<file path="src/rtl/hold_ctrl_pkg.sv">
`default_nettype none
// +----------------------------------------------------------------------+
// | hold_ctrl_pkg : shared state encodings and defaults for hold_ctrl     |
// | Rev 1.0                                                              |
// +----------------------------------------------------------------------+
package hold_ctrl_pkg;

   typedef enum logic [1:0] {
      HC_RUN   = 2'd0,
      HC_FLUSH = 2'd1,
      HC_PEND  = 2'd2
   } hc_state_t;

   localparam int HC_FLUSH_CYCLES_DEF = 2;
   localparam int HC_CNT_W            = 3;

endpackage : hold_ctrl_pkg
`default_nettype wire

</file>
<file path="src/rtl/hold_ctrl_redir_buf.sv">
`default_nettype none
// +----------------------------------------------------------------------+
// | hold_ctrl_redir_buf : one-entry buffer for a redirect seen while frozen|
// | Rev 1.0                                                              |
// +----------------------------------------------------------------------+
module hold_ctrl_redir_buf #(
   parameter int ADDR_W = 32
) (
   input  logic              clk,
   input  logic              rst,
   input  logic              i_load,
   input  logic [ADDR_W-1:0] i_addr,
   input  logic              i_clear,
   output logic              o_valid,
   output logic [ADDR_W-1:0] o_addr
);

   logic              r_valid;
   logic [ADDR_W-1:0] r_addr;

   always_ff @(posedge clk) begin
      if (rst) begin
         r_valid <= 1'b0;
         r_addr  <= '0;
      end else if (i_load) begin
         r_valid <= 1'b1;
         r_addr  <= i_addr;
      end else if (i_clear) begin
         r_valid <= 1'b0;
         r_addr  <= '0;
      end
   end

   assign o_valid = r_valid;
   assign o_addr  = r_addr;

endmodule : hold_ctrl_redir_buf
`default_nettype wire

</file>
<file path="src/rtl/hold_ctrl.sv">
`default_nettype none
// +----------------------------------------------------------------------+
// | hold_ctrl : merges jump, interrupt and stall sources into PC redirect,|
// |             per-stage holds and a multi-cycle flush window. Rev 1.0   |
// +----------------------------------------------------------------------+
module hold_ctrl
   import hold_ctrl_pkg::*;
#(
   parameter int FLUSH_CYCLES = HC_FLUSH_CYCLES_DEF,
   parameter int ADDR_W       = 32
) (
   input  logic              clk,
   input  logic              rst,
   input  logic              hc_jump_flag_in,
   input  logic [ADDR_W-1:0] hc_jump_addr_in,
   input  logic              hc_irq_flag_in,
   input  logic [ADDR_W-1:0] hc_irq_addr_in,
   output logic              hc_irq_ack_out,
   input  logic              hc_mem_busy_in,
   input  logic              hc_div_busy_in,
   output logic              hc_jump_flag_out,
   output logic [ADDR_W-1:0] hc_jump_addr_out,
   output logic              hc_hold_pc_out,
   output logic              hc_hold_if_out,
   output logic              hc_hold_id_out,
   output logic              hc_flush_out
);

   localparam logic [HC_CNT_W-1:0] c_CNT_LOAD = HC_CNT_W'(FLUSH_CYCLES - 1);
   localparam logic                c_MULTI    = (FLUSH_CYCLES > 1);

   hc_state_t           r_state;
   hc_state_t           w_next;
   logic [HC_CNT_W-1:0] r_cnt;
   logic [HC_CNT_W-1:0] w_cnt_next;

   logic              w_busy;
   logic              w_strobe;
   logic [ADDR_W-1:0] w_addr;
   logic              w_ack;
   logic              w_flush;
   logic              w_start;
   logic              w_cap;
   logic              w_clr;
   logic              w_pend_valid;
   logic [ADDR_W-1:0] w_pend_addr;

   assign w_busy = hc_mem_busy_in | hc_div_busy_in;

   hold_ctrl_redir_buf #(
      .ADDR_W (ADDR_W)
   ) u_redir_buf (
      .clk     (clk),
      .rst     (rst),
      .i_load  (w_cap),
      .i_addr  (hc_jump_addr_in),
      .i_clear (w_clr),
      .o_valid (w_pend_valid),
      .o_addr  (w_pend_addr)
   );

   always_ff @(posedge clk) begin
      if (rst) begin
         r_state <= HC_RUN;
         r_cnt   <= '0;
      end else begin
         r_state <= w_next;
         r_cnt   <= w_cnt_next;
      end
   end

   always_comb begin
      w_next     = r_state;
      w_cnt_next = r_cnt;
      w_strobe   = 1'b0;
      w_addr     = '0;
      w_ack      = 1'b0;
      w_flush    = 1'b0;
      w_start    = 1'b0;
      w_cap      = 1'b0;
      w_clr      = 1'b0;
      case (r_state)
         HC_RUN: begin
            // A jump beats a simultaneous irq; the irq level stays up and is taken later.
            if (hc_jump_flag_in) begin
               if (w_busy) begin
                  w_cap  = 1'b1;
                  w_next = HC_PEND;
               end else begin
                  w_strobe = 1'b1;
                  w_addr   = hc_jump_addr_in;
                  w_start  = 1'b1;
               end
            end else if (hc_irq_flag_in && !w_busy) begin
               w_strobe = 1'b1;
               w_addr   = hc_irq_addr_in;
               w_ack    = 1'b1;
               w_start  = 1'b1;
            end
         end
         HC_FLUSH: begin
            if (!w_busy) begin
               w_flush    = 1'b1;
               w_cnt_next = r_cnt - 1'b1;
               if (r_cnt <= 1) begin
                  w_next = HC_RUN;
               end
            end
         end
         HC_PEND: begin
            if (!w_busy) begin
               w_strobe = w_pend_valid;
               w_addr   = w_pend_addr;
               w_clr    = 1'b1;
               w_start  = 1'b1;
               w_next   = HC_RUN;
            end
         end
         default: begin
            w_next = HC_RUN;
         end
      endcase
      // The issue cycle is the first bubble of the window.
      if (w_start) begin
         w_flush = 1'b1;
         if (c_MULTI) begin
            w_cnt_next = c_CNT_LOAD;
            w_next     = HC_FLUSH;
         end
      end
   end

   assign hc_jump_flag_out = w_strobe & ~rst;
   assign hc_jump_addr_out = (w_strobe && !rst) ? w_addr : '0;
   assign hc_irq_ack_out   = w_ack & ~rst;
   assign hc_flush_out     = w_flush & ~rst & ~w_busy;
   assign hc_hold_pc_out   = w_busy;
   assign hc_hold_if_out   = w_busy;
   assign hc_hold_id_out   = w_busy;

endmodule : hold_ctrl
`default_nettype wire

</file>
<file path="config.mk">
export PLATFORM = sky130hd
export DESIGN_NAME = hold_ctrl
export DESIGN_NICKNAME = d
export VERILOG_FILES = /design/src/rtl/hold_ctrl_pkg.sv /design/src/rtl/hold_ctrl_redir_buf.sv /design/src/rtl/hold_ctrl.sv
export SDC_FILE = /design/constraint.sdc
export NUM_CORES = 1
export LEC_CHECK = 0
export ABC_AREA = 0
export BUFFER_PORTS_ARGS = -buffer_cell sky130_fd_sc_hd__buf_2
export CAP_MARGIN = 20
export CORE_ASPECT_RATIO = 0.5
export CORE_MARGIN = 3
export CORE_UTILIZATION = 35
export DETAILED_ROUTE_END_ITERATION = 8
export GPL_ROUTABILITY_DRIVEN = 0
export HOLD_SLACK_MARGIN = 0.02
export PLACE_DENSITY = 0.7
export SLEW_MARGIN = 20
export SYNTH_ARGS = -nofsm -noshare
export SYNTH_HDL_FRONTEND = slang
export SYNTH_HIERARCHICAL = 1
export SYNTH_SLANG_ARGS = --single-unit
export TNS_END_PERCENT = 20
</file>
<file path="constraint.sdc">
create_clock -name clk -period 1.8 [get_ports clk]
set_input_delay 0.18 -clock clk [delete_from_list [all_inputs] [get_ports clk]]
set_output_delay 0.18 -clock clk [all_outputs]
set_load 0.02 [all_outputs]
</file>
# Word-level counts from Yosys, hierarchy flattened
# Index checks and enable logic that the tools add are counted.
# word_totals
word_cells	74
register_bits	38
# classes
eq_ne	13
bitwise	7
n_mux	34
n_lt_le_gt_ge	1
n_addsub	1
reduce_logical	12
# ops
operator	count
2-to-1 mux 32 bit	7
case mux 32 bit (2 select lines)	1
2-to-1 mux 1 bit	18
!= test 3 bit (second input constant)	5
2-to-1 mux 2 bit	5
!= test 2 bit (second input constant)	5
AND reduction 5 bit	2
case mux 2 bit (3 select lines)	1
AND 1 bit	4
case mux 1 bit (2 select lines)	2
AND reduction 2 bit	2
nonzero test 2 bit	2
<= comparator 3 x 1 -> 1 bit (second input constant)	1
subtractor 3 x 1 -> 3 bit (second input constant)	1
equality test 2 x 1 -> 1 bit (second input constant)	1
equality test 2 bit (second input constant)	1
logical AND 1 bit	2
zero test 1 bit	2
zero test 2 bit	1
!= test 2 x 1 -> 1 bit (second input constant)	1
inverter 1 bit	2
OR reduction 2 bit	1
bitwise OR 1 bit	1

# Longest topological paths before layout
# depth
ltp_word	9
mapped_depth	7
depth_no_buf	5

# By module
# The synthesis kept the hierarchy.
# by_module_without_submodules
mod	area_each_um2	cells_each	n_inst	seq_area_each_um2
hold_ctrl_redir_buf	1522.7	148	1	660.6
hold_ctrl	1056.0	161	1	100.1

# Least setup slack after synthesis
# Ideal clock, no wire load.
# synth_path
path_kind	flip-flop to output port
from	reg r_state[0]
to	out hc_jump_addr_out[10]
required_time_ps	1620
stages_incl_launch_ff	7
slack_ps	-7
n_path_buf	3
arrival_time_ps	1627
path_cell_list	dfxtp_1 > buf_2 > nor4_1 > buf_2 > buf_2 > a32oi_1 > a21oi_1
# synth_between
elab_chain_cells	4
elab_cells_between_ends	6
classes_between	eq/ne (1); mux (3); reduce/logical (2)
# synth_lines
item	line	source
start: declaration	hold_ctrl.sv:32	hc_state_t r_state;
start signal: assignment	hold_ctrl.sv:67	r_state <= w_next;
equality test 2 bit or zero test 2 bit (tied branches)	hold_ctrl.sv:82	case (r_state)
case mux 1 bit (2 select lines)	hold_ctrl.sv:82	
logical AND 1 bit	hold_ctrl.sv:134	assign hc_jump_addr_out = (w_strobe && !rst) ? w_addr : '0;
2-to-1 mux 32 bit *	hold_ctrl.sv:134	
end: declaration	hold_ctrl.sv:22	output logic [ADDR_W-1:0] hc_jump_addr_out,
# Mark *: on every way between the ends. The rest lies on a longest branch, timed or not.

# Worst setup path after layout
# layout_path
from	reg r_state[0]
to	out hc_jump_addr_out[22]
# Same word-level chain as after synthesis.

==> run_results.csv <==
group,metric,value,unit
timing,rsz0062_at_grt,"yes",
timing,max_slew_margin,73.8,%
timing,finalHoldViolations,0,
timing,tightest_slew,393,ps
clock_tree,numCtsBuffers,5,
setup_path,critPathMaxFanout,15,
drt,route.detailed.drc,0,
floorplanning,row_count,21,
logic_synthesis,yosysSeqAreaShare,29.5,%
floorplanning,fp.dieW,127,µm
logic_synthesis,synthAdderAreaFrac,0.485,%
global_route,grt_max_degree,39,
power_and_ir_drop,p_leak,1.32,nW
setup_path,end_kind,"primary output",
global_route,grt_pass1_wl,12300,µm
drt,wl_per_cell,16.4,µm
floorplanning,initial_utilization,37.3,%
run_status,outcome,"finished, violations left",
timing,slew_viol_final,0,
setup_path,startpoint_type,"register",
drt,vias,2800,
setup_path,critical_path_arrival,1770,ps
finish,nFillCells,650,
logic_synthesis,avgSynthCellArea,8.35,µm²
global_route,overflow,0,
clock_tree,clk_latency,280,ps
clock_tree,htree_levels,2,
timing,fmax,0.512,GHz
global_route,antenna_found_initial,0,
logic_synthesis,syn_area,2580,µm²
global_route,grt_pass1_vias,2560,
power_and_ir_drop,power.total,2.37,mW
power_and_ir_drop,peakVddDrop,405,µV
placement,place_hpwl,5270,µm
global_route,grt_use_total,17.7,%
logic_synthesis,synth_cells,309,
clock_tree,clk_path_buf_depth,2,
logic_synthesis,synthMuxAreaShare,0,%
logic_synthesis,ys.warnings.count,6,
finish,final_cell_mix,"73 x buf_2, 39 x buf_4, 37 x inv_1",
setup_path,cp.required,1620,ps
logic_synthesis,synth_top_family_by_area,"compound AO/OA/AOI/OAI gates",
timing,setup_ws,-155,ps
logic_synthesis,synth-simple-area-share,16.8,%
clock_tree,cts_tree,"yes",
finish,layout.nets,475,
worst_hold_path,hold_class,"in -> reg",
finish,utilization,53.3,%
floorplanning,coreArea,6910,µm²
logic_synthesis,synth-seq-cells,38,
timing,setup_viol,34,
floorplanning,die_y,66.7,µm
job,maxCapViolations,0,
floorplanning,fp.dieArea,8500,µm²
timing,fin_crit_sh,109,%
placement,placed_cells,485,
clock_tree,cts.sinks,38,
floorplanning,pin_count,108,
run_status,violations,"negative setup slack",
finish,layout_commonest_cell,"buf_2",
timing,period_minus_slack,1950,ps
placement,pre_cts_ws,84.3,ps
finish,diodes,0,
clock_tree,clkTransAtPathRegs,60,ps
logic_synthesis,synth_fp_nets,380,
logic_synthesis,synth-xor-area-share,0.340,%
drt,drt_iter0_markers,238,
finish,regArea,766,µm²
clock_tree,cts-root-buf,"clkbuf_16",
setup_path,crit_type,"reg -> out",
power_and_ir_drop,p_per_area,644,nW/µm²
logic_synthesis,yosysUniqueCellTypes,32,
drt,viasPerCell,5.63,
drt,drt.antenna.violating_nets,0,
finish,syn_to_final_growth,42.8,%
drt,drt_first_pass_iters,4,
drt,routed_wl,8170,µm
finish,drive_gt1_share,49.4,%
placement,port_buffers,107,
finish,instances_no_fill,497,
logic_synthesis,synth_compound_area_share,38.9,%
timing,fin_worst_skew,1.87,ps
finish,multi_input_area,1580,µm²
-- timing repair --
item	CTS	global route
pin swaps	11	19
cloned	1	2
endpoints found under the setup margin	33	35
buffers inserted	1	1
hold buffers	0	0
gates resized for setup	41	24
-- critical path, cell delays in order, from the launching register on --
cell and delay (ps):
dfxtp_2 360, nor3_1 360, nand4bb_2 200, buf_4 240, a21oi_1 170, buf_4 170
-- Yosys cell counts (all sizes together) --
| master | n | area (µm²) |
|---|---|---|
| dfxtp | 38 | 761 |
| inv | 38 | 143 |
| a21oi | 37 | 185 |
| a32oi | 32 | 280 |
| nand2 | 32 | 120 |
| nand3 | 32 | 160 |
| o32ai | 31 | 497 |
| buf | 22 | 146 |
| clkbuf | 19 | 71.3 |
| nor3 | 4 | 20.0 |
| nand2b | 3 | 18.8 |
| and3 | 2 | 12.5 |
| nor2 | 2 | 7.51 |
| nor4b | 2 | 30.0 |
| o21ai | 2 | 10.0 |
| or2 | 2 | 12.5 |
| a2111oi | 1 | 8.76 |
| a211oi | 1 | 12.5 |
| ha | 1 | 12.5 |
| nand4bb | 1 | 11.3 |
| nor2b | 1 | 6.26 |
| nor4 | 1 | 6.26 |
| o311ai | 1 | 8.76 |
| or3 | 1 | 6.26 |
| or3b | 1 | 8.76 |
| or4b | 1 | 13.8 |
| xnor2 | 1 | 8.76 |
-- worst paths after layout --
path,cells after the start,endpoint,slack [ps],from
setup / recovery,5,hc_jump_addr_out[22],-150,r_state[0]
hold / removal,3,u_redir_buf/o_addr[29],180,hc_jump_addr_in[29]
setup reg to reg,5,r_cnt[2],70,r_state[1]
hold reg to reg,2,u_redir_buf/o_valid,480,u_redir_buf/o_valid
-- kinds of logic after synthesis --
logic type               Yosys count
AND/OR/NAND/NOR                   85
AO/OA/AOI/OAI                    105
XOR/XNOR                           1
adder cells (fa/ha/maj)            1
flip-flops                        38
buffers and inverters             79
-- layer usage --
metal | track usage, % | up-vias | share of wire, % | wire length [µm]
li1 | - | 1343 | - | -
met1 | 23.0 | 1375 | 43 | 3480
met2 | 29.8 | 72 | 50 | 4110
met3 | 4.16 | 10 | 5.7 | 465
met4 | 4.68 | 0 | 1.3 | 108
met5 | 0 | - | 0 | 0
-- registers in the layout, summed over array words and instances, names as in the netlist --
name	cells
r_cnt	3
u_redir_buf/o_addr	32
u_redir_buf/o_valid	1
r_state	2
-- power by group --
group,internal (mW),total (mW),leakage [nW],switching [mW]
logic,0.240,0.557,0.930,0.317
clock network,0.549,0.886,0.0739,0.337
registers,0.897,0.932,0.312,0.0343
total,1.69,2.37,1.32,0.688
-- stage by stage --
stage,hold WS (ps),area [µm²],TNS (ps)
global route,193,3680,-6250
finish,178,3680,-2910
global placement,463,3250,0
detailed placement,464,3250,0
floorplan,249,2590,-60.7
CTS,173,3550,-2860
-- area by class of cell --
type                       count  area share, %
timing repair buffer         129           25.2
clock buffer                   7           3.87
inverter                      38           3.87
tap                           92           3.12
sequential                    38           20.8
multi-input combinational    192           43.0
clock inverter                 1          0.136
Power figures use the tool's default switching activity.
